**config.mk**
```make
export PLATFORM = sky130hd
export DESIGN_NAME = lcd_mode_sequencer_flat
export DESIGN_NICKNAME = d
export VERILOG_FILES = /design/src/rtl/lcd_mode_sequencer_if.sv /design/src/rtl/lcd_mode_sequencer.sv /design/src/flat_wrapper.sv
export SDC_FILE = /design/constraint.sdc
export NUM_CORES = 1
export LEC_CHECK = 0
export CAP_MARGIN = 20
export CORE_ASPECT_RATIO = 0.7
export CORE_MARGIN = 5
export CORE_UTILIZATION = 30
export CTS_CLUSTER_DIAMETER = 200
export DETAILED_ROUTE_END_ITERATION = 8
export PLACE_DENSITY = 0.54
export SYNTH_ARGS = -nofsm -noshare
export SYNTH_HDL_FRONTEND = slang
export SYNTH_SLANG_ARGS = --single-unit
```
**constraint.sdc**
```tcl
create_clock -name clk2 -period 2.51 [get_ports clk2]
set_clock_uncertainty 0.15 [all_clocks]
set_input_delay 0.502 -clock clk2 [delete_from_list [all_inputs] [get_ports clk2]]
set_output_delay 0.502 -clock clk2 [all_outputs]
set_load 0.02 [all_outputs]
```
**src/rtl/lcd_mode_sequencer_if.sv**
```systemverilog
// Control and status bundle between the PPU control logic and the dot/line scheduler.
// The master drives the LCD enable, LYC, STAT enables and pixel-pipe done flag.
interface lcd_mode_sequencer_if;
    logic       lcd_en;
    logic [7:0] lyc;
    logic [3:0] stat_ie;
    logic       xfer_done;
    logic [8:0] dot;
    logic [7:0] ly;
    logic [1:0] mode;
    logic       oam_scan;
    logic       xfer;
    logic       line_start;
    logic       lyc_match;
    logic       int_stat;
    logic       int_vblank;

    modport master (
        output lcd_en, lyc, stat_ie, xfer_done,
        input  dot, ly, mode, oam_scan, xfer, line_start, lyc_match, int_stat, int_vblank
    );

    modport slave (
        input  lcd_en, lyc, stat_ie, xfer_done,
        output dot, ly, mode, oam_scan, xfer, line_start, lyc_match, int_stat, int_vblank
    );
endinterface

```
**src/rtl/lcd_mode_sequencer.sv**
```systemverilog
// Dot/line scheduler for the LCD datapath: dot and line counters, PPU mode FSM,
// pixel-transfer window, LYC compare and STAT/VBlank interrupt generation.
module lcd_mode_sequencer #(
    parameter int unsigned DOTS_PER_LINE   = 456,
    parameter int unsigned LINES_PER_FRAME = 154,
    parameter int unsigned VISIBLE_LINES   = 144,
    parameter int unsigned OAM_DOTS        = 80,
    parameter int unsigned LY_LAST_EARLY   = 4
) (
    input  logic                 clk2,
    input  logic                 nreset_video,
    lcd_mode_sequencer_if.slave  bus
);
    localparam logic [8:0] DOT_LAST  = 9'(DOTS_PER_LINE - 1);
    localparam logic [8:0] OAM_END   = 9'(OAM_DOTS);
    localparam logic [8:0] LY_EARLY  = 9'(LY_LAST_EARLY);
    localparam logic [7:0] LINE_LAST = 8'(LINES_PER_FRAME - 1);
    localparam logic [7:0] VIS_LINES = 8'(VISIBLE_LINES);

    // Low two bits of the active states are the STAT mode encoding.
    typedef enum logic [2:0] {
        S_HBL  = 3'd0,
        S_VBL  = 3'd1,
        S_OAM  = 3'd2,
        S_XFER = 3'd3,
        S_IDLE = 3'd4
    } state_t;

    state_t     state_q, state_n;
    logic [8:0] dot_q, dot_n;
    logic [7:0] line_q, line_n;
    logic       first_q, first_n;

    logic [7:0] ly_q, ly_n;
    logic [1:0] mode_q, mode_n;
    logic       oam_q, oam_n;
    logic       xfer_q, xfer_n;
    logic       ls_q, ls_n;
    logic       lycm_q, lycm_n;
    logic       ints_q, ints_n;
    logic       intv_q, intv_n;
    logic       stat_q, stat_n;
    logic       active;

    always_ff @(posedge clk2 or negedge nreset_video) begin
        if (!nreset_video) begin
            state_q <= S_IDLE;
            dot_q   <= '0;
            line_q  <= '0;
            first_q <= 1'b1;
            ly_q    <= '0;
            mode_q  <= '0;
            oam_q   <= 1'b0;
            xfer_q  <= 1'b0;
            ls_q    <= 1'b0;
            lycm_q  <= 1'b0;
            ints_q  <= 1'b0;
            intv_q  <= 1'b0;
            stat_q  <= 1'b0;
        end else begin
            state_q <= state_n;
            dot_q   <= dot_n;
            line_q  <= line_n;
            first_q <= first_n;
            ly_q    <= ly_n;
            mode_q  <= mode_n;
            oam_q   <= oam_n;
            xfer_q  <= xfer_n;
            ls_q    <= ls_n;
            lycm_q  <= lycm_n;
            ints_q  <= ints_n;
            intv_q  <= intv_n;
            stat_q  <= stat_n;
        end
    end

    // The line wrap outranks xfer_done, so a done at the last dot cannot add an HBL step.
    always_comb begin
        state_n = state_q;
        dot_n   = dot_q;
        line_n  = line_q;
        first_n = first_q;
        if (!bus.lcd_en) begin
            state_n = S_IDLE;
            dot_n   = '0;
            line_n  = '0;
            first_n = 1'b1;
        end else if (state_q == S_IDLE) begin
            state_n = S_OAM;
            dot_n   = '0;
            line_n  = '0;
            first_n = 1'b1;
        end else if (dot_q == DOT_LAST) begin
            dot_n   = '0;
            line_n  = (line_q == LINE_LAST) ? '0 : line_q + 8'd1;
            first_n = 1'b0;
            state_n = (line_n < VIS_LINES) ? S_OAM : S_VBL;
        end else begin
            dot_n = dot_q + 9'd1;
            case (state_q)
                S_OAM:   if (dot_n == OAM_END) state_n = S_XFER;
                S_XFER:  if (bus.xfer_done)    state_n = S_HBL;
                default: ;
            endcase
        end
    end

    // Outputs are computed for the upcoming dot and registered alongside the state.
    always_comb begin
        active = (state_n != S_IDLE);
        ly_n   = '0;
        mode_n = '0;
        if (active) begin
            ly_n   = (line_n == LINE_LAST && dot_n >= LY_EARLY) ? '0 : line_n;
            mode_n = (state_n == S_OAM && first_n) ? 2'd0 : state_n[1:0];
        end
        oam_n  = active && (dot_n < OAM_END) && (line_n < VIS_LINES);
        xfer_n = (state_n == S_XFER);
        ls_n   = active && (dot_n == '0);
        lycm_n = active && (state_q != S_IDLE) && (ly_q == bus.lyc);
        stat_n = active && (((mode_n == 2'd0) && bus.stat_ie[0]) ||
                            ((mode_n == 2'd1) && bus.stat_ie[1]) ||
                            ((mode_n == 2'd2) && bus.stat_ie[2]) ||
                            (lycm_n && bus.stat_ie[3]) ||
                            ((line_n == VIS_LINES) && (dot_n == '0) && bus.stat_ie[2]));
        ints_n = stat_n && !stat_q;
        intv_n = (state_n == S_VBL) && (state_q != S_VBL);
    end

    assign bus.dot        = dot_q;
    assign bus.ly         = ly_q;
    assign bus.mode       = mode_q;
    assign bus.oam_scan   = oam_q;
    assign bus.xfer       = xfer_q;
    assign bus.line_start = ls_q;
    assign bus.lyc_match  = lycm_q;
    assign bus.int_stat   = ints_q;
    assign bus.int_vblank = intv_q;
endmodule

```
**src/flat_wrapper.sv**
```systemverilog
// flat-port wrapper written by rule: the top's interface ports become plain ports
module lcd_mode_sequencer_flat 
#(
    parameter int unsigned DOTS_PER_LINE   = 456,
    parameter int unsigned LINES_PER_FRAME = 154,
    parameter int unsigned VISIBLE_LINES   = 144,
    parameter int unsigned OAM_DOTS        = 80,
    parameter int unsigned LY_LAST_EARLY   = 4
)
  (clk2, nreset_video, bus_lcd_en, bus_lyc, bus_stat_ie, bus_xfer_done, bus_dot, bus_ly, bus_mode, bus_oam_scan, bus_xfer, bus_line_start, bus_lyc_match, bus_int_stat, bus_int_vblank);
  lcd_mode_sequencer_if bus_i ();
  input  logic clk2;
  input  logic nreset_video;
  input wire logic [$bits(bus_i.lcd_en)-1:0] bus_lcd_en;
  input wire logic [$bits(bus_i.lyc)-1:0] bus_lyc;
  input wire logic [$bits(bus_i.stat_ie)-1:0] bus_stat_ie;
  input wire logic [$bits(bus_i.xfer_done)-1:0] bus_xfer_done;
  output wire logic [$bits(bus_i.dot)-1:0] bus_dot;
  output wire logic [$bits(bus_i.ly)-1:0] bus_ly;
  output wire logic [$bits(bus_i.mode)-1:0] bus_mode;
  output wire logic [$bits(bus_i.oam_scan)-1:0] bus_oam_scan;
  output wire logic [$bits(bus_i.xfer)-1:0] bus_xfer;
  output wire logic [$bits(bus_i.line_start)-1:0] bus_line_start;
  output wire logic [$bits(bus_i.lyc_match)-1:0] bus_lyc_match;
  output wire logic [$bits(bus_i.int_stat)-1:0] bus_int_stat;
  output wire logic [$bits(bus_i.int_vblank)-1:0] bus_int_vblank;
  assign bus_i.lcd_en = bus_lcd_en;
  assign bus_i.lyc = bus_lyc;
  assign bus_i.stat_ie = bus_stat_ie;
  assign bus_i.xfer_done = bus_xfer_done;
  assign bus_dot = bus_i.dot;
  assign bus_ly = bus_i.ly;
  assign bus_mode = bus_i.mode;
  assign bus_oam_scan = bus_i.oam_scan;
  assign bus_xfer = bus_i.xfer;
  assign bus_line_start = bus_i.line_start;
  assign bus_lyc_match = bus_i.lyc_match;
  assign bus_int_stat = bus_i.int_stat;
  assign bus_int_vblank = bus_i.int_vblank;
  lcd_mode_sequencer #(.DOTS_PER_LINE(DOTS_PER_LINE), .LINES_PER_FRAME(LINES_PER_FRAME), .VISIBLE_LINES(VISIBLE_LINES), .OAM_DOTS(OAM_DOTS), .LY_LAST_EARLY(LY_LAST_EARLY)) u_core (.clk2(clk2), .nreset_video(nreset_video), .bus(bus_i));
endmodule
```
==> results.sh <==
export IMPL_p_total_w=0.00125
export IMPL_detail_route_antenna_nets=0
export IMPL_whs_ns=0.294
export IMPL_ys_types=53
export IMPL_grt_pass1_vias=2026
export IMPL_slew_violations=0
export IMPL_cts_root_buf="clkbuf_8"
export IMPL_yosys_warnings=0
export IMPL_synth_flop_cell="dfrtp_1"
export IMPL_htreeDepth=2
export IMPL_final_common_cell="buf_4"
export IMPL_period_share_pct=104
export IMPL_track_usage_pct=14.7
export IMPL_seqCellArea_um2=957
export IMPL_rsz0062_at_grt="yes"
export IMPL_hold_viol=0
export IMPL_setup_viol=2
export IMPL_grt_max_degree=18
export IMPL_power_density_nw_per_um2=372
export IMPL_worst_setup_path_end_kind="flop"
export IMPL_globalplace_congestion=0.870
export IMPL_final_core_util_pct=46.6
export IMPL_vias=2146
export IMPL_critPathMaxFanout=4
export IMPL_antenna_found_initial=0
export IMPL_status="finished with violations"
export IMPL_ir_worst_vdd_mv=0.221
export IMPL_violations="negative setup slack"
export IMPL_die_y_um=81.8
export IMPL_drt_vias_per_instance=4.83
export IMPL_overflow=0
export IMPL_dpl_worst_slack_ns=-0.199
export IMPL_final_cell_mix="71 x buf_4, 39 x clkdlybuf4s50_1, 33 x dfrtp_1"
export IMPL_worstMarginPinSlew_ns=0.500
export IMPL_fill_cells=704
export IMPL_wl_per_cell_um=14.9
export IMPL_num_rows=26
export IMPL_grt_pass1_wl_um=10700
export IMPL_drt_iter0_drc=103
export IMPL_synthesis_area_um2=2210
export IMPL_arrival_ns=2.64
export IMPL_slew_headroom_pct=66.3
export IMPL_core_area_um2=7220
export IMPL_cts_num_sinks=38
export IMPL_multi_input_area_um2=1210
export IMPL_synth_edf_count=0
export IMPL_area_growth_pct=52.1
export IMPL_setup_ws_ns=-0.0961
export IMPL_async_reset_ff_share_pct=100
export IMPL_firstDrtPassIters=4
export IMPL_floorplan_die_area_um2=9220
export IMPL_hold_path_class="reg2reg"
export IMPL_nets=364
export IMPL_clock_latency_ns=0.29
export IMPL_die_w_um=113
export IMPL_port_buffers=40
export IMPL_ios=41
export IMPL_cts_tree="built"
export IMPL_start_util_pct=30.6
export IMPL_required_ns=2.55
export IMPL_period_minus_slack_ns=2.61
export IMPL_avgSynthCellArea_um2=9.22
export IMPL_fmax_mhz=384
export IMPL_cap_violations=0
export IMPL_numCtsBuffers=5
export IMPL_ys_seq_area_share_pct=43.1
export IMPL_antenna_cells=0
export IMPL_path_class="reg2reg"
export IMPL_ys_ff_latch=38
export IMPL_drc=0
export IMPL_p_leak_nw=1.44
export IMPL_synth_nets=259
export IMPL_synth_cells=240
export IMPL_hpwl_um=5060
export IMPL_cp_start_kind="flop"
export IMPL_drive_above_1_share_pct=31.2
export IMPL_cts_buffer_depth=2
export IMPL_clkTransAtPathRegs_ns=0.09
export IMPL_drt_total_wl_um=6600
==> synthesized netlist by cell type (3+ instances only) <==
cell type  number  area, um2
nand4_1         7       43.8
o21ai_0        12       60.1
xnor2_1        11       96.3
inv_1          12       45.0
ha_1            3       37.5
a21oi_1        12       60.1
xor2_1          7       61.3
nand3b_1        4       30.0
and2_1          3       18.8
nor3_1         11       55.1
and3_1          4       25.0
and4_1          3       26.3
nand2_1        20       75.1
or3_1           3       18.8
clkbuf_1        6       22.5
dfrtp_1        36        901
nand3_1         6       30.0
a31oi_1         6       37.5
nor2_1         27        101
==> cell families (layout without fill, tap and decap cells) <==
kind of cell	after synthesis	count (layout)	synth area share, %
AOI/OAI and AO/OA	57	57	19.2
xor gates and xnor gates	18	18	7.13
adders and majority gates	3	3	1.70
buffers and inverters	26	132	5.60
DFF	38	38	43.1
muxes	1	1	0.453
and+or+nand+nor	97	97	22.9
==> stage by stage <==
stage	instances	area (um2)	setup TNS, ns
CTS	442	3310	-0.230
global route	444	3370	-0.640
floorplan	240	2230	-0.614
global placement	428	3150	-1.68
detailed placement	428	3150	-0.959
finish	444	3370	-0.119
==> power by group <==
part / total, W / switching, W / internal [W] / leakage, nW
clock: 0.000445 / 0.000224 / 0.000221 / 0.0472
sequential: 0.000633 / 0.00000826 / 0.000625 / 0.510
combinational: 0.000174 / 0.0000885 / 0.0000858 / 0.885
==> flip-flops by register name (all words and copies together) (netlist names) <==
signal	count
u_core.bus.line_start	1
u_core.bus.int_vblank	1
u_core.bus.lyc_match	1
u_core.bus.mode	2
u_core.bus.int_stat	1
u_core.state_q	3
u_core.bus.dot	9
u_core.bus.ly	8
u_core.line_q	8
u_core.bus.oam_scan	1
u_core.first_q	1
u_core.bus.xfer	1
u_core.stat_q	1
==> what timing repair did <==
item / in CTS / in global routing
pin swaps: 7 / 2
gates resized for setup: 5 / 15
setup endpoints to repair: 6 / 10
hold buffers: 1 / 0
buffers inserted: 6 / 2
cloned: 0 / 0
hold endpoints to repair: 14 / 0
==> routing by layer <==
metal / GRT usage (%) / vias up / wire [um]
met5: 0 / - / 0
met4: 3.36 / 0 / 42
met3: 3.02 / 4 / 363
met2: 19.8 / 53 / 2680
met1: 23.2 / 1010 / 3510
li1: - / 1079 / -
==> critical path, cell delays in order (launching register included) <==
cell	delay, ns
dfrtp_1	0.44
and3_1	0.26
a311oi_1	0.46
a31o_2	0.18
a31o_2	0.16
nand4_1	0.09
or4b_4	0.52
a311oi_2	0.25
==> final cells by class <==
cell class | count | share of cell area, %
Clock buffer | 6 | 2.45
Tap cell | 98 | 3.64
Multi-Input combinational cell | 176 | 35.9
Inverter | 12 | 1.34
Clock inverter | 2 | 0.372
Sequential cell | 38 | 28.4
Timing Repair Buffer | 112 | 27.9
==> worst paths after layout <==
path | from | end | depth (start not counted) | slack [ns]
worst max-delay path | u_core.line_q[4] | u_core.bus.int_stat | 7 | -0.1
worst min-delay path | u_core.stat_q | u_core.bus.int_stat | 1 | 0.29
worst max register to register | u_core.line_q[4] | u_core.bus.int_stat | 7 | -0.1
worst min register to register | u_core.stat_q | u_core.bus.int_stat | 1 | 0.29
max in group asynchronous | nreset_video | u_core.first_q | 3 | 1.09
min in group asynchronous | nreset_video | u_core.line_q[3] | 2 | 0.52
No activity file was read; power rests on OpenSTA's default activity.
